**src/rtl/rr_arbiter_param.sv**
```systemverilog
// Parametrised N-way round-robin arbiter: registered one-hot grant, per-grant hold quantum.
// Optional feature macro RR_ARB_LOCK_EN adds a lock input that lets the owner hold past its quantum.
module rr_arbiter_param #(
  parameter int  N        = 4,
  parameter int  HOLD_MAX = 4,
  localparam int IDW      = $clog2(N),
  localparam int CW       = $clog2(HOLD_MAX + 1)
) (
  input  logic           clk,
  input  logic           rst,
  input  logic [N-1:0]   req,
`ifdef RR_ARB_LOCK_EN
  input  logic           lock,
`endif
  output logic [N-1:0]   gnt,
  output logic [IDW-1:0] gnt_id,
  output logic           gnt_vld
);

  localparam logic [CW-1:0]  HOLD_MAX_C = CW'(HOLD_MAX);
  localparam logic [IDW-1:0] LAST_ID    = IDW'(N - 1);

  typedef enum logic {IDLE, GRANT} state_e;
  typedef enum logic [1:0] {ACT_IDLE, ACT_NEW, ACT_KEEP} act_e;

  state_e         state_q, state_d;
  act_e           act;
  logic [N-1:0]   gnt_q, gnt_d;
  logic [IDW-1:0] gnt_id_q, gnt_id_d;
  logic           gnt_vld_q, gnt_vld_d;
  logic [IDW-1:0] ptr_q, ptr_d;
  logic [CW-1:0]  cnt_q, cnt_d;

  logic [N-1:0]   other_req;
  logic           own_req;
  logic           win_vld;
  logic [IDW-1:0] win_id;
  logic           lock_hold;

`ifdef RR_ARB_LOCK_EN
  assign lock_hold = lock;
`else
  assign lock_hold = 1'b0;
`endif

  // Rotating search over everyone except the current owner, starting at ptr.
  // In IDLE gnt_q is zero, so the mask is a no-op there.
  always_comb begin
    int idx;
    // NOTE: every variable written here gets a default first, otherwise a latch is inferred.
    idx       = 0;
    other_req = req & ~gnt_q;
    own_req   = |(req & gnt_q);
    win_vld   = 1'b0;
    win_id    = '0;
    for (int i = 0; i < N; i++) begin
      idx = int'(ptr_q) + i;
      if (idx >= N) idx = idx - N;
      if (!win_vld && other_req[idx]) begin
        win_vld = 1'b1;
        win_id  = IDW'(idx);
      end
    end
  end

  // State register; grant, owner, pointer and hold counter update alongside it.
  always_ff @(posedge clk or negedge rst) begin
    if (!rst) begin
      state_q   <= IDLE;
      gnt_q     <= '0;
      gnt_id_q  <= '0;
      gnt_vld_q <= 1'b0;
      ptr_q     <= '0;
      cnt_q     <= '0;
    end else begin
      // NOTE: non-blocking assignments so every flop samples pre-edge values.
      state_q   <= state_d;
      gnt_q     <= gnt_d;
      gnt_id_q  <= gnt_id_d;
      gnt_vld_q <= gnt_vld_d;
      ptr_q     <= ptr_d;
      cnt_q     <= cnt_d;
    end
  end

  // Next-state: decide whether to idle, hand over, or keep the current owner.
  always_comb begin
    state_d = state_q;
    act     = ACT_KEEP;
    case (state_q)
      IDLE: begin
        if (win_vld) begin
          state_d = GRANT;
          act     = ACT_NEW;
        end else begin
          act     = ACT_IDLE;
        end
      end
      GRANT: begin
        if (!own_req) begin
          if (win_vld) begin
            act     = ACT_NEW;
          end else begin
            state_d = IDLE;
            act     = ACT_IDLE;
          end
        end else if (cnt_q == HOLD_MAX_C && win_vld && !lock_hold) begin
          act = ACT_NEW;
        end else begin
          act = ACT_KEEP;
        end
      end
      default: begin
        state_d = IDLE;
        act     = ACT_IDLE;
      end
    endcase
  end

  // Output: next values of the registered grant, owner id, pointer and counter.
  always_comb begin
    gnt_d    = gnt_q;
    gnt_id_d = gnt_id_q;
    ptr_d    = ptr_q;
    cnt_d    = cnt_q;
    case (act)
      ACT_NEW: begin
        gnt_d         = '0;
        gnt_d[win_id] = 1'b1;
        gnt_id_d      = win_id;
        ptr_d         = (win_id == LAST_ID) ? '0 : win_id + IDW'(1);
        cnt_d         = CW'(1);
      end
      ACT_KEEP: begin
        if (cnt_q != HOLD_MAX_C) cnt_d = cnt_q + CW'(1);
      end
      default: begin
        gnt_d = '0;
        cnt_d = '0;
      end
    endcase
    gnt_vld_d = |gnt_d;
  end

  assign gnt     = gnt_q;
  assign gnt_id  = gnt_id_q;
  assign gnt_vld = gnt_vld_q;

endmodule

```
**config.mk**
```make
export PLATFORM = sky130hd
export DESIGN_NAME = rr_arbiter_param
export DESIGN_NICKNAME = d
export VERILOG_FILES = /design/src/rtl/rr_arbiter_param.sv
export SDC_FILE = /design/constraint.sdc
export NUM_CORES = 1
export LEC_CHECK = 0
export BUFFER_PORTS_ARGS = -buffer_cell sky130_fd_sc_hd__buf_2
export CAP_MARGIN = 0
export CORE_ASPECT_RATIO = 0.75
export CORE_MARGIN = 2
export CORE_UTILIZATION = 45
export CTS_CLUSTER_DIAMETER = 100
export DETAILED_ROUTE_END_ITERATION = 10
export GPL_TIMING_DRIVEN = 0
export MAX_ROUTING_LAYER = met4
export PLACE_DENSITY = 0.68
export SLEW_MARGIN = 20
export SYNTH_ARGS = -nofsm -noshare
export SYNTH_HDL_FRONTEND = slang
export SYNTH_SLANG_ARGS = --single-unit
```
**constraint.sdc**
```tcl
create_clock -name clk -period 2.36 [get_ports clk]
set_input_delay 0.472 -clock clk [delete_from_list [all_inputs] [get_ports clk]]
set_output_delay 0.472 -clock clk [all_outputs]
set_load 0.02 [all_outputs]
```
==> metrics.txt, run 1 <==
htree depth=1; Net Count, Synth=97; DRC=0; Final Hold Viols=0; DP Worst Slack=-319 ps; Required @ worst endpoint=2520 ps; initial core utilization=47.6%; crit end category=flop; Tot Pwr=1.60 mW; biggest area consumer among synthesized cells=dfrtp_1; CTS Buf Count=3; CTS clk-pin slew, worst paths=80 ps; Worst Hold Class=primary input to asynchronous set/reset pin; Root Buffer=clkbuf_4; DR pass1 iterations=4; ys flop type=dfrtp_1; EDFF count, synth=0; antenna violations before repair=0; gr usage total=19.8%; fin nets=117; DP Cell Count=117; critical path peak fanout=8; slew margin rel.=79.3%; layout cell share with drive strength beyond 1=around 33%; clock sinks=13; Leakage=between 0.4 and 0.5 nW; area share of the largest cell type after synthesis=39.3%; Fin Clk Skew=0.618 ps; worst hold slack=58.1 ps; Hold Buf Count CTS=0; async set or reset register ratio after synthesis=100%; crit start category=flop; Final HPWL DP=1.32 mm; total grt overflow=0; row cnt=13; area added between synthesis and finish=21.3%; Max-cap violations=0; worst setup path category=flop to flop; Area contributors post-synth=dfrtp_1, ha_1, nand2b_1, o21ai_0, a22oi_1; largest net degree at the start of global routing=14; Gate Count Post-Synth=83; GPL Wtd Cong=0.771; die area=between 2000 and 2500 sq um; worst slew pin tran=311 ps; Netlist cell types=34; Cell Pwr Density=1590 nW/um^2; post-synthesis sequential area ratio=39.3%; clk_lat worst skew=280 ps; slack of the critical path=between 80 and 90 ps; synthesized area per cell=approximately 10 sq um; final worst path period share=96.5%; most common cell after layout, fill and taps aside=buf_2; CP arrival=~2400 ps; min Tclk post-route=2280 ps; peak supply drop=0.000906 V; # IOs=13; highest-count cells in the layout ignoring fill and taps=buf_2, dfrtp_1, ha_1; non-filler instance count after layout=around 120; routed len/inst=roughly 16 um; initial DRC count=24; Mapped Area=roughly 830 sq um; Die Height=41.2 um; Vias/cell=5.73; first-pass GRT wire length=approximately 2.8 mm; Fill cells=approximately 150; Syn. warnings=0; Pins Over Slew Limit=0; routed vias=711; Max Freq=between 0.4 and 0.5 GHz; Core Region=1740 sq um; number of synthesized register bits=13; # diodes=0; final antenna-violating net count=0; aggregate routed wire length=1.96 mm; status=completed; Max Root-Sink Buffers=2; CTS tree=yes; width of the die=53.5 um; IO Port Bufs=12; number of global-route vias before repair=roughly 600; Setup violations, final=0
==> final timing paths <==
path	depth (start not counted)	slack, ps	from	endpoint
min in group clk	2	500	gnt_id[1]$_DFFE_PN0N_	gnt_id[1]$_DFFE_PN0N_
setup reg to reg	10	80	cnt_q[0]$_DFFE_PN0P_	gnt_vld$_DFF_PN0_
max in group asynchronous	1	2060	rst	gnt[2]$_DFF_PN0_
setup / recovery	10	80	cnt_q[0]$_DFFE_PN0P_	gnt_vld$_DFF_PN0_
hold / removal	1	60	rst	cnt_q[2]$_DFFE_PN0P_
hold reg to reg	2	500	gnt_id[1]$_DFFE_PN0N_	gnt_id[1]$_DFFE_PN0N_
==> per-layer routing <==
metal  routed length, um  GRT usage, %  vias to the layer above
met4                  31          9.62                        0
met1                1010          27.2                      349
li1                    -             -                      342
met3                  75          4.38                        4
met5                   0             -                        -
met2                 848          27.5                       16
==> critical path: stages (launching register included) <==
cell and delay (ps):
dfrtp_1 380, inv_1 80, ha_1 240, nand2_2 110, inv_1 80, o21a_1 180
ha_1 210, buf_6 140, a22oi_2 140, nor2_1 80, or4_1 520
==> repair_timing <==
action / in CTS / in global routing
setup endpoints to repair: 1 / 1
pin swaps: 0 / 0
endpoints found under the hold margin: 0 / 0
setup buffers: 0 / 3
resized for setup: 2 / 11
==> flip-flops by register name (all words and copies together) (netlist names) <==
name and flops:
cnt_q 3, gnt 4, gnt_id 2, gnt_vld 1, ptr_q 2, state_q 1
==> cell families after synthesis <==
group,count (synthesis),share of synthesized area (%)
fa+ha+maj,8,12.1
xor+xnor,1,1.06
compound gates,26,23.1
buf+inv,6,3.63
mux,1,1.36
flops,13,39.3
simple gates,28,19.5
==> final cells by class <==
class | count | area (sq um) | area share (%)
Clock buffer | 4 | 26.3 | 2.62
Sequential cell | 13 | 328 | 32.6
Multi-Input combinational cell | 64 | 510 | 50.8
Inverter | 5 | 18.8 | 1.87
Timing Repair Buffer | 15 | 82.6 | 8.22
Buffer | 1 | 11.3 | 1.12
Tap cell | 22 | 27.5 | 2.74
==> stage by stage <==
step	TNS, ps	area [sq um]	utilization (%)
after floorplan	0	828	-
after global placement	-269	916	52.6
after detailed placement	-327	916	52.6
after CTS	0	946	54.3
after global routing	-2.26	1000	57.7
final	0	1000	57.7
==> Yosys cell counts, types with 3 or more instances <==
cell and n:
dfrtp_1 13, ha_1 8, nor2_1 6, inv_1 5, o21ai_0 5, nand2b_1 4, a21oi_1 3, a22oi_1 3
nand2_1 3, nor2b_1 3
==> where the power goes <==
group | internal, mW | switching [mW]
Sequential | 0.322 | 0.0986
Clock | 0.0658 | 0.0815
Combinational | 0.474 | 0.553
Total | 0.862 | 0.733
Note: power is estimated with default switching activity, not from simulation.
==> inputs of run 2 (changes only) <==
--- a/config.mk
+++ b/config.mk
@@ -10,3 +10,2 @@
 export CORE_ASPECT_RATIO = 0.75
-export CORE_MARGIN = 2
 export CORE_UTILIZATION = 45
==> constraint.sdc (replaced) <==
create_clock -name clk -period 2.36 [get_ports clk]
set_input_delay 0.354 -clock clk [delete_from_list [all_inputs] [get_ports clk]]
set_output_delay 0.354 -clock clk [all_outputs]
set_load 0.02 [all_outputs]
==> run 2 against run 1 <==
Compared with the run above:
- clock-buffer cell count shrank 1
- total power shrank 3.6%
- wire length shrank 8.3%
- sequential power is essentially flat
- worst hold slack gained 430 ps
- global-route usage shrank 0.35 points
- fmax grew 0.18%
- combinational power shrank 4%
- largest power group unchanged
==> metrics.txt, run 2 (synthesized netlist as in run 1, its figures left out) <==
status=completed; peak supply drop=0.000878 V; GPL Wtd Cong=0.744; IO Port Bufs=12; Core Region=1720 sq um; # IOs=13; Setup violations, final=0; fin nets=116; total grt overflow=0; CP arrival=2420 ps; antenna violations before repair=0; initial core utilization=about half; min Tclk post-route=2270 ps; clock sinks=13; sw power=about 0.71 mW; layout cell share with drive strength beyond 1=29.7%; htree depth=1; worst reg2reg path endpoint=gnt_vld$_DFF_PN0_; Final HPWL DP=1.29 mm; sequential share of power=27.2%; slew margin rel.=slightly below 80%; Worst Hold Class=primary input to asynchronous set/reset pin; CTS clk-pin slew, worst paths=80 ps; initial DRC count=22; Cell Pwr Density=1550 nW/um^2; Sw Ratio=45.9%; row cnt=13; # diodes=0; crit end category=flop; Final Hold Viols=0; Gate power share=between 60% and 70%; RR Startpoint=gnt[0]$_DFF_PN0_; DRC=0; routed vias=~700; crit start category=flop; worst setup path category=flop to flop; CTS tree=yes; most common cell after layout, fill and taps aside=dfrtp_1; area added between synthesis and finish=19.9%; worst slew pin tran=330 ps; width of the die=about 52 um; Vias/cell=roughly 5.7; Max Freq=roughly 0.44 GHz; Register-to-Register Path Depth=7; aggregate routed wire length=1.80 mm; critical path peak fanout=6; gr usage total=19.4%; final worst path period share=96.3%; internal cell power=0.832 mW; Max Root-Sink Buffers=2; Max-cap violations=0; Die Height=a little under 40 um; Leakage=0.482 nW; highest-count cells in the layout ignoring fill and taps=dfrtp_1, buf_2, ha_1; DP Worst Slack=-156 ps; Fin Clk Skew=0.839 ps; first-pass GRT wire length=roughly 2.6 mm; number of global-route vias before repair=roughly 580; Required @ worst endpoint=about 2500 ps; die area=2020 sq um; Clock power frac=under 10%; largest net degree at the start of global routing=14; clk_lat worst skew=270 ps; Largest register FFs=4; Fill cells=between 150 and 200; routed len/inst=approximately 15 um; CTS Buf Count=3; setup tns final=0 ps; RSZ-0062 raised after global routing=false; Pins Over Slew Limit=0; Tot Pwr=1.54 mW; Root Buffer=clkbuf_4; slack of the critical path=86.7 ps; DR pass1 iterations=4; final antenna-violating net count=0; reg-to-reg slack, setup=90 ps
## run 2: cell types whose count changed in the layout (fill, tap and decap cells not counted)
cell and change:
a22oi_1 +1, dfrtp_1 +2, buf_4 -2, clkbuf_1 -1
a22oi_2 -1, dlygate4sd3_1 +1, dfrtp_2 -2, clkinv_2 +1
## run 2: layer usage
metal	GRT usage [%]	routed length, um	vias up
li1	-	-	341
met1	26.0	842	328
met2	28.2	787	26
met3	5.88	152	2
met4	6.08	17	0
met5	-	0	-
## run 2: power by group through the flow
stage / Combinational [mW] / Clock, mW / Sequential (mW)
4_1_cts: 0.938 / 0.140 / 0.409
3_5_place_dp: 0.916 / 0 / 0.413
6_report: 0.986 / 0.134 / 0.418
3_3_place_gp: 0.904 / 0 / 0.408
2_1_floorplan: 0.653 / 0 / 0.457
5_1_grt: 1.09 / 0.153 / 0.426
## run 2: repair_timing
action                                 in CTS  in global routing
setup buffers                               0                  1
gates resized for setup                     2                  8
hold buffers                                1                  0
setup endpoints to repair                   1                  1
endpoints found under the hold margin      13                  0
## run 2: final cells by class
class / instances / area [sq um] / share of cell area [%]
buffer: 1 / 11.3 / 1.13
clock buffer: 3 / 22.5 / 2.27
clock inverter: 1 / 5.00 / 0.504
inverter: 5 / 18.8 / 1.89
multi-input combinational: 64 / 505 / 50.9
sequential: 13 / 325 / 32.7
tap: 22 / 27.5 / 2.77
timing repair buffer: 14 / 77.6 / 7.81
## run 2: how the worst max path moves through the flow
| stage | startpoint | endpoint | slack (ps) | depth (start not counted) |
|---|---|---|---|---|
| floorplan | gnt[2]$_DFF_PN0_ | gnt_vld$_DFF_PN0_ | 1 | 7 |
| global placement | req[2] | gnt_vld$_DFF_PN0_ | -140 | 8 |
| detailed placement | req[2] | gnt_vld$_DFF_PN0_ | -160 | 8 |
| CTS | gnt[2]$_DFF_PN0_ | gnt_vld$_DFF_PN0_ | 20 | 7 |
| global route | gnt[0]$_DFF_PN0_ | gnt_vld$_DFF_PN0_ | 10 | 7 |
| finish | gnt[0]$_DFF_PN0_ | gnt_vld$_DFF_PN0_ | 90 | 7 |
## run 2: worst max-delay path, cell delays in order (launching register included)
cell and delay [ps]:
dfrtp_1 440, or3b_2 500, a21oi_2 200, nor2_1 100
ha_1 210, a22oi_2 120, nor2_1 70, or4_1 520
## run 2: through the flow
stage,cell area [sq um],std cells,util [%],hold slack (ps)
2_1_floorplan,828,83,-,58.4
3_3_place_gp,916,117,53.1,260
3_5_place_dp,916,117,53.1,256
4_1_cts,957,122,55.5,488
5_1_grt,993,123,57.6,516
6_report,993,123,57.6,486
